--- config.mk ---
export PLATFORM = sky130hd
export DESIGN_NAME = grayscale_core
export DESIGN_NICKNAME = d
export VERILOG_FILES = /design/src/rtl/grayscale_pkg.sv /design/src/rtl/grayscale_weight_mul.sv /design/src/rtl/grayscale_core.sv
export SDC_FILE = /design/constraint.sdc
export NUM_CORES = 1
export LEC_CHECK = 0
export CORE_ASPECT_RATIO = 0.8
export CORE_MARGIN = 5
export CORE_UTILIZATION = 40
export DETAILED_ROUTE_END_ITERATION = 12
export GPL_ROUTABILITY_DRIVEN = 0
export MAX_ROUTING_LAYER = met4
export PLACE_DENSITY = 0.67
export SYNTH_ARGS = -nofsm -noshare
export SYNTH_HDL_FRONTEND = slang
export SYNTH_SLANG_ARGS = --single-unit
--- constraint.sdc ---
create_clock -name I_CLK -period 7.1 [get_ports I_CLK]
set_clock_uncertainty 0.2 [all_clocks]
set_input_delay 0.71 -clock I_CLK [delete_from_list [all_inputs] [get_ports I_CLK]]
set_output_delay 0.71 -clock I_CLK [all_outputs]
set_load 0.01 [all_outputs]
--- src/rtl/grayscale_pkg.sv ---
// Shared constants and pixel types for the BT.601 grayscale converter.
// Weights are 8-bit fixed point and sum to 256, so the luma never exceeds full scale.
package grayscale_pkg;

  localparam int C_WEIGHT_R  = 77;
  localparam int C_WEIGHT_G  = 150;
  localparam int C_WEIGHT_B  = 29;
  localparam int C_FRAC_BITS = 8;
  localparam int C_ROUND     = 128;
  localparam int C_NUM_CH    = 3;
  localparam int C_CW        = 8;

  typedef logic [C_CW-1:0] channel_t;

  typedef struct packed {
    channel_t r;
    channel_t g;
    channel_t b;
  } rgb_t;

  // Channel index follows packed bit order: 0 = B (LSBs), 2 = R (MSBs).
  function automatic int weight_of(input int ch);
    case (ch)
      0:       return C_WEIGHT_B;
      1:       return C_WEIGHT_G;
      default: return C_WEIGHT_R;
    endcase
  endfunction

endpackage

--- src/rtl/grayscale_weight_mul.sv ---
// Registered unsigned channel x constant-weight multiplier (one luma term).
module grayscale_weight_mul
  import grayscale_pkg::*;
#(
  parameter int CW     = 8,
  parameter int WEIGHT = 77
) (
  input  logic                   clk,
  input  logic                   rst_n,
  input  logic                   en,
  input  logic [CW-1:0]          din,
  output logic [CW+C_FRAC_BITS-1:0] prod
);

  localparam int PW = CW + C_FRAC_BITS;
  localparam logic [PW-1:0] C_W = PW'(WEIGHT);

  logic [PW-1:0] din_ext;
  assign din_ext = {{C_FRAC_BITS{1'b0}}, din};

  always_ff @(posedge clk or negedge rst_n) begin
    if (!rst_n)  prod <= '0;
    else if (en) prod <= din_ext * C_W;
  end

endmodule

--- src/rtl/grayscale_core.sv ---
// Two-stage RGB -> BT.601 luma converter; output is {Y, Y, Y} in the input pixel format.
// Stage 1: three weighted products. Stage 2: rounded sum, >> 8, replicated.
module grayscale_core
  import grayscale_pkg::*;
#(
  parameter int P_PIXEL_DEPTH = 24
) (
  input  logic                     I_CLK,
  input  logic                     I_RESET,
  input  logic                     I_ENABLE,
  input  logic [P_PIXEL_DEPTH-1:0] I_PIXEL,
  output logic [P_PIXEL_DEPTH-1:0] O_PIXEL
);

  localparam int CW = P_PIXEL_DEPTH / C_NUM_CH;
  localparam int PW = CW + C_FRAC_BITS;
  localparam int SW = PW + 1;

  logic [C_NUM_CH-1:0][CW-1:0] ch;
  logic [C_NUM_CH-1:0][PW-1:0] prod;
  logic [SW-1:0]               sum;
  logic [CW-1:0]               y;
  logic                        unused_bits;

  assign ch = I_PIXEL;

  generate
    for (genvar i = 0; i < C_NUM_CH; i++) begin : g_ch
      grayscale_weight_mul #(
        .CW     (CW),
        .WEIGHT (weight_of(i))
      ) u_mul (
        .clk   (I_CLK),
        .rst_n (I_RESET),
        .en    (I_ENABLE),
        .din   (ch[i]),
        .prod  (prod[i])
      );
    end
  endgenerate

  // Weights sum to 256, so the top sum bit stays clear and Y never wraps.
  assign sum = SW'(prod[0]) + SW'(prod[1]) + SW'(prod[2]) + SW'(C_ROUND);
  assign y   = sum[C_FRAC_BITS +: CW];
  assign unused_bits = ^{sum[SW-1], sum[C_FRAC_BITS-1:0]};

  always_ff @(posedge I_CLK or negedge I_RESET) begin
    if (!I_RESET)      O_PIXEL <= '0;
    else if (I_ENABLE) O_PIXEL <= {C_NUM_CH{y}};
  end

endmodule

==> results of run 1 <==
## routing by layer
metal,wire (um),track usage [%]
met3,400,2.36
met2,4990,21.5
met4,92,1.92
met1,5310,18.7
met5,0,-
## registers in the layout (all words and copies together), names as in the netlist
register,flops
O_PIXEL,8
g_ch.u_mul.prod,43
## cell type report
cell class                      instances  area, um^2
Fill cell                            1346        7730
Multi-Input combinational cell        408        3880
Sequential cell                        51        1280
Timing Repair Buffer                   52         505
Inverter                              128         480
Tap cell                              184         230
Clock buffer                            5         125
Clock inverter                          3        20.0
## cells by family after synthesis
logic type | count (synthesis)
adder cells (fa/ha/maj) | 163
buffers and inverters | 155
AO/OA/AOI/OAI | 126
AND/OR/NAND/NOR | 82
flip-flops | 51
XOR/XNOR | 24
multiplexers | 13
## metrics by stage
| stage | instances | power (W) | utilization, % | cell area (um^2) | setup WS, ps |
|---|---|---|---|---|---|
| 2_1_floorplan | 614 | 0.00186 | - | 5800 | 3150 |
| 3_3_place_gp | 823 | 0.00220 | 44.7 | 6370 | 2450 |
| 3_5_place_dp | 823 | 0.00227 | 44.7 | 6370 | 2360 |
| 4_1_cts | 831 | 0.00252 | 45.7 | 6520 | 2660 |
| 5_1_grt | 831 | 0.00280 | 45.7 | 6520 | 2480 |
| 6_report | 831 | 0.00249 | 45.7 | 6520 | 2680 |
## layout by cell type, fill, tap and decap left out, drive strengths merged, types with 5 or more instances in the layout
master         count
a21o              11
a21oi             32
clkbuf             5
clkdlybuf4s50     48
dfrtp             51
fa                38
ha               125
inv              127
mux2              11
nand2             28
nor2              19
nor2b              6
o211ai             5
o21a               7
o21ai             40
o21bai             5
or3                7
xnor2             17
xor2               7
## how the worst min path moves through the flow
stage,start,to,slack [ps],cells past startpoint
floorplan,I_RESET,O_PIXEL[15],210,0
global placement,g_ch[1].u_mul.prod[11],g_ch[1].u_mul.prod[11],300,1
detailed placement,g_ch[1].u_mul.prod[11],g_ch[1].u_mul.prod[11],300,1
CTS,g_ch[2].u_mul.prod[11],g_ch[2].u_mul.prod[11],310,2
global route,g_ch[0].u_mul.prod[0],g_ch[0].u_mul.prod[0],330,1
finish,g_ch[1].u_mul.prod[11],g_ch[1].u_mul.prod[11],310,1
## worst max-delay path, cell delays in order
cell             delay, ps
clkdlybuf4s50_1        570
inv_1                   90
fa_1                   540
inv_1                   40
ha_1                   300
fa_1                   460
ha_1                   350
a21o_1                 190
a21o_1                 190
a21o_1                 180
a21o_1                 190
a21oi_1                160
mux2_2                 360
o211ai_1                90
## synthesized netlist by cell type (all sizes together), types with 10 or more instances
master and number:
nand2 28, dfrtp 51, a21oi 32, buf 17, mux2 11, inv 127, xnor2 17, fa 38
o21ai 40, a21o 11, clkbuf 10, nor2 19, ha 125
## power by group through the flow
stage / Clock (W) / Sequential, W / Combinational (W)
after floorplan: 0 / 0.000465 / 0.00140
after global placement: 0 / 0.000469 / 0.00173
after detailed placement: 0 / 0.000472 / 0.00180
after CTS: 0.000244 / 0.000467 / 0.00181
after global routing: 0.000253 / 0.000480 / 0.00206
final: 0.000238 / 0.000465 / 0.00178
==> results.md, run 1 <==
* DR pass1 iterations at 4
* R2r endpoint: O_PIXEL[15]
* WP data required at 7100 ps
* Aggregate global-route resource usage at 13.6%
* Sequential power share at 18.7%
* Post-synthesis simple-gate area fraction at 6.90%
* Worst Reg-to-Reg Cells at 12
* Relative slew slack at 45.1%
* Avg Inst Size Synth at 9.45 um^2
* CP startpoint: I_PIXEL[1]
* Pint at 0.00142 W
* Root Buffer: clkbuf_16
* CTS tree: done
* Avg WL per Cell at 13.0 um
* Register area share after synthesis at 22.0%
* Largest net degree at the start of global routing at 89
* Ys Warns at 0
* Final hold slack at 313 ps
* PortBufs at 50
* Crit Path Class: in -> reg
* Setup crit start kind: input pin
* Post_cts resized at 0
* Clock latency on the worst-skew pair at 290 ps
* DRC violations left at 0
* Largest family of logic cells by synthesized area: adder cells
* Synth cell types at 53
* Worst vdd ir at 0.291 mV
* Die height at 118 um
* Clock transition at path regs at 70 ps
* Cts hold-fix bufs at 0
* Top cell type's share of synthesized area at 27.0%
* Hold Vio Cnt, Final at 0
* Asr flop ratio synth at 100%
* Clock share of power at 9.6%
* Global route total overflow at 0
* CP Capture Point: g_ch[0].u_mul.prod[11]
* Mapped Area at 5800 um^2
* Post-DRT Antenna Nets at 0
* Area growth, synth to finish at 12.4%
* Type of the most critical hold path: reg -> reg
* Diode count at 0
* DR vias at 4094
* Iteration-0 DRC Markers at 220
* Cells after synthesis at 614
* Setup TNS at 0 ps
* Worst Tran Pin Value at 823 ps
* Syn nets at 804
* Post-CTS Setup Bufs at 0
* Number of buffers created by CTS at 5
* Cell leakage power at 3.39 nW
* Initial Utilization at 40.7%
* Share of cells above drive strength 1 at 4.79%
* Xor/xnor share of the synthesized area at 3.62%
* Post-Synth Adder-Cell Area at 40.1%
* Area of the core at 14200 um^2
* Synth top area cells: ha_1, dfrtp_1, fa_1, inv_1, o21ai_0
* Net Sw Frac at 43.0%
* Cell taking the most area after synthesis: ha_1
* Die ar. at 17000 um^2
* Largest fanout on the critical path at 4
* Unrepaired setup endpoints after global routing: no
* Vias in the first global route at 4134
* Setup violators final at 0
* HPWL Detailed at 8990 um
* Net Switching at 0.00107 W
* H-Tree Depth at 2
* Mux share of post-synthesis cell area at 2.48%
* Fmax at 226 MHz
* Rows at 39
* Outcome: finished, final reports clean
* Final WL at 10800 um
* Die width at 145 um
* Io pins at 51
* Clock Path Buffers at 2
* Fin nets at 836
* Critical Path End Type: flip-flop
* Slew Limit Fails at 0
* PD cells at 381 nW/um^2
* Comb power frac at 71.7%
* Max Cap Viol at 0
* Antenna violations before repair at 0
* EDFF count, synth at 0
* Prevailing post-synth register cell: dfrtp_1
* Vias per inst at 4.93
* First-pass GRT wire length at 18800 um
* Worst R2R Start: g_ch[0].u_mul.prod[4]
* CTS sink cnt at 51
* Final Critical Period at 4420 ps
* Seq cells post-synth at 51
* R2R setup slack at 3620 ps
* Synth Area in Compound Gates at 13.8%
* Crit path DAT at 4420 ps
* Final worst-path cycle share at 62.3%
No activity file was read; power rests on OpenSTA's default activity.
==> run 2: changes to the inputs <==
- clock period: 7.1 -> 4.6 ns (I/O delays scaled with it)
==> results.md, run 2 (synthesis gave the netlist of run 1 again) <==
* Outcome: finished, final reports clean
* Hold Vio Cnt, Final at 0 (unchanged)
* Setup TNS at 0 ps (unchanged)
* Net Switching at 0.00166 W (+55%)
* Comb power frac at 71.6% (about the same)
* Global route total overflow at 0 (unchanged)
* CP bufs+invs at 3 (unchanged)
* H-Tree Depth at 2 (unchanged)
* Final worst-path cycle share at 89.9%
* Clock transition at path regs at 70 ps (about the same)
* Sequential power share at 18.6% (about the same)
* Clock latency on the worst-skew pair at 290 ps (about the same)
* Fin nets at 840 (+0.48%)
* Number of flip-flops in the largest register at 43 (unchanged)
* Critical Path, Cell by Cell: clkdlybuf4s50_1 -> ha_1 -> ha_1 -> inv_1 -> fa_1 -> fa_1 -> inv_1 -> ha_1 -> o21a_1 -> a2111oi_0 -> o21bai_1 -> xnor2_1 -> o21ai_0
* DR pass1 iterations at 5 (+1)
* Avg WL per Cell at 12.8 um (-1.4%)
* Fmax at 242 MHz
* Post-DRT Antenna Nets at 0 (unchanged)
* Crit path max-delay family: adder cells
* Iteration-0 DRC Markers at 249 (+13%)
* Die width at 145 um (unchanged)
* Unrepaired setup endpoints after global routing: no
* Most used cell along the critical path: ha_1
* Most common cell after layout, fill and taps aside: inv_1
* Post-CTS Setup Bufs at 0 (unchanged)
* Setup violators final at 0 (unchanged)
* Crit Path Class: in -> reg
* Vias in the first global route at 4204 (+1.7%)
* HPWL Detailed at 8940 um (-0.58%)
* Cell leakage power at 3.41 nW (+0.59%)
* Layout Utilization at 46.0% (+0.24 points)
* Crit path DAT at 4130 ps (-290 ps)
* PortBufs at 50 (unchanged)
* Antenna violations before repair at 0 (unchanged)
* Final WL at 10700 um (-0.92%)
* Final Critical Period at 4130 ps
* Initial Utilization at 40.7% (unchanged)
* Critical Path End Type: flip-flop
* Largest registers: g_ch.u_mul.prod: 43 flops, O_PIXEL: 8 flops
* Die height at 118 um (unchanged)
* Net Sw Frac at 43.2% (+0.12 points)
* Largest net degree at the start of global routing at 88 (-1.1%)
* Vias per inst at 4.92 (-0.21%)
* DR vias at 4105 (+0.27%)
* Cell Area, Placed at 6400 um^2 (+0.47%)
* Number of buffers created by CTS at 5 (unchanged)
* Area growth, synth to finish at 13.0%
* Largest fanout on the critical path at 4 (unchanged)
* Max Cap Viol at 0 (unchanged)
* Share of cells above drive strength 1 at 5.38% (+0.58 points)
* Setup ws final at 467 ps (-2210 ps)
* Final hold slack at 84.8 ps (-228 ps)
* Reg with most FFs: g_ch.u_mul.prod
* Worst vdd ir at 0.505 mV (+73%)
* Aggregate global-route resource usage at 13.8% (+0.17 points)
* Most frequent cells in the layout: inv_1, ha_1, dfrtp_1
* PD cells at 588 nW/um^2 (+54%)
* Setup crit start kind: input pin
* Worst Tran Pin Value at 836 ps (+12.4 ps)
* Cts hold-fix bufs at 0 (unchanged)
* Die ar. at 17000 um^2 (unchanged)
* Io pins at 51 (unchanged)
* Root Buffer: clkbuf_16
* Type of the most critical hold path: in -> async
* CTS tree: done
* Slowest cell on crit path: clkdlybuf4s50_1
* Rows at 39 (unchanged)
* Slew Limit Fails at 0 (unchanged)
* DRC violations left at 0 (unchanged)
* Post-Place Setup Slack at 180 ps (-2190 ps)
* Pint at 0.00219 W (+55%)
* First-pass GRT wire length at 19200 um (+1.8%)
* CTS sink cnt at 51 (unchanged)
* Diode count at 0 (unchanged)
* Clock Path Buffers at 2 (unchanged)
* Post-route cell area at 6550 um^2 (+0.52%)
* Post_cts resized at 0 (unchanged)
* Clock share of power at 9.8% (+0.2 points)
* Area of the core at 14200 um^2 (unchanged)
* Relative slew slack at 44.3% (-0.83 points)
* WP data required at 4600 ps (-2500 ps)
* Worst path max stage delay at 590 ps (+20 ps)
-- run 2: changes by cell type in the layout (fill, tap and decap cells not counted) --
cell / previous run / this run
buf_4: 2 / 6
clkinv_2: 1 / 0
inv_6: 0 / 1
-- run 2: layout make-up --
| cell class | count | area [um^2] |
|---|---|---|
| timing repair buffer | 56 | 536 |
| multi-input combinational | 408 | 3880 |
| tap | 184 | 230 |
| inverter | 128 | 480 |
| sequential | 51 | 1280 |
| clock buffer | 5 | 125 |
| fill | 1338 | 7700 |
| clock inverter | 3 | 23.8 |
-- run 2: per-layer routing --
| layer | track usage [%] | up-vias | wire [um] |
|---|---|---|---|
| li1 | - | 2114 | - |
| met1 | 19.6 | 1930 | 5390 |
| met2 | 21.4 | 57 | 4830 |
| met3 | 2.11 | 4 | 406 |
| met4 | 1.57 | 0 | 63 |
| met5 | - | - | 0 |
-- run 2: final timing paths --
check | from | end | slack (ps) | cells past startpoint
worst max-delay path | I_PIXEL[21] | g_ch[2].u_mul.prod[12] | 470 | 13
worst min-delay path | I_RESET | g_ch[0].u_mul.prod[12] | 80 | 2
worst max register to register | g_ch[0].u_mul.prod[4] | O_PIXEL[15] | 1110 | 12
worst min register to register | g_ch[0].u_mul.prod[8] | g_ch[0].u_mul.prod[8] | 310 | 1
max in group asynchronous | I_RESET | g_ch[2].u_mul.prod[11] | 3670 | 2
min in group I_CLK | g_ch[0].u_mul.prod[8] | g_ch[0].u_mul.prod[8] | 310 | 1
-- run 2: power groups by stage --
stage | registers, W | clock network (W) | logic (W)
global route | 0.000742 | 0.000405 | 0.00316
detailed placement | 0.000728 | 0 | 0.00275
global placement | 0.000723 | 0 | 0.00268
floorplan | 0.000718 | 0 | 0.00216
CTS | 0.000719 | 0.000388 | 0.00279
finish | 0.000715 | 0.000379 | 0.00276
-- run 2: stage by stage --
step / total power [W] / std cells
floorplan: 0.00288 / 614
global placement: 0.00340 / 827
detailed placement: 0.00348 / 827
CTS: 0.00390 / 835
global route: 0.00431 / 835
finish: 0.00385 / 835
-- run 2: worst reg2reg max path: cells and delay by family, from the launching register on --
family	cells	cell delay [ps]
adder cells (fa/ha/maj)	3	1120
buffers and inverters	2	110
flip-flops	1	320
AND/OR/NAND/NOR	1	300
AO/OA/AOI/OAI	6	1330
==> run 3: changes to the inputs <==
- CAP_MARGIN: default -> 15
==> results of run 3 <==
The final DEF is identical to that of run 2; final timing and power are the same.
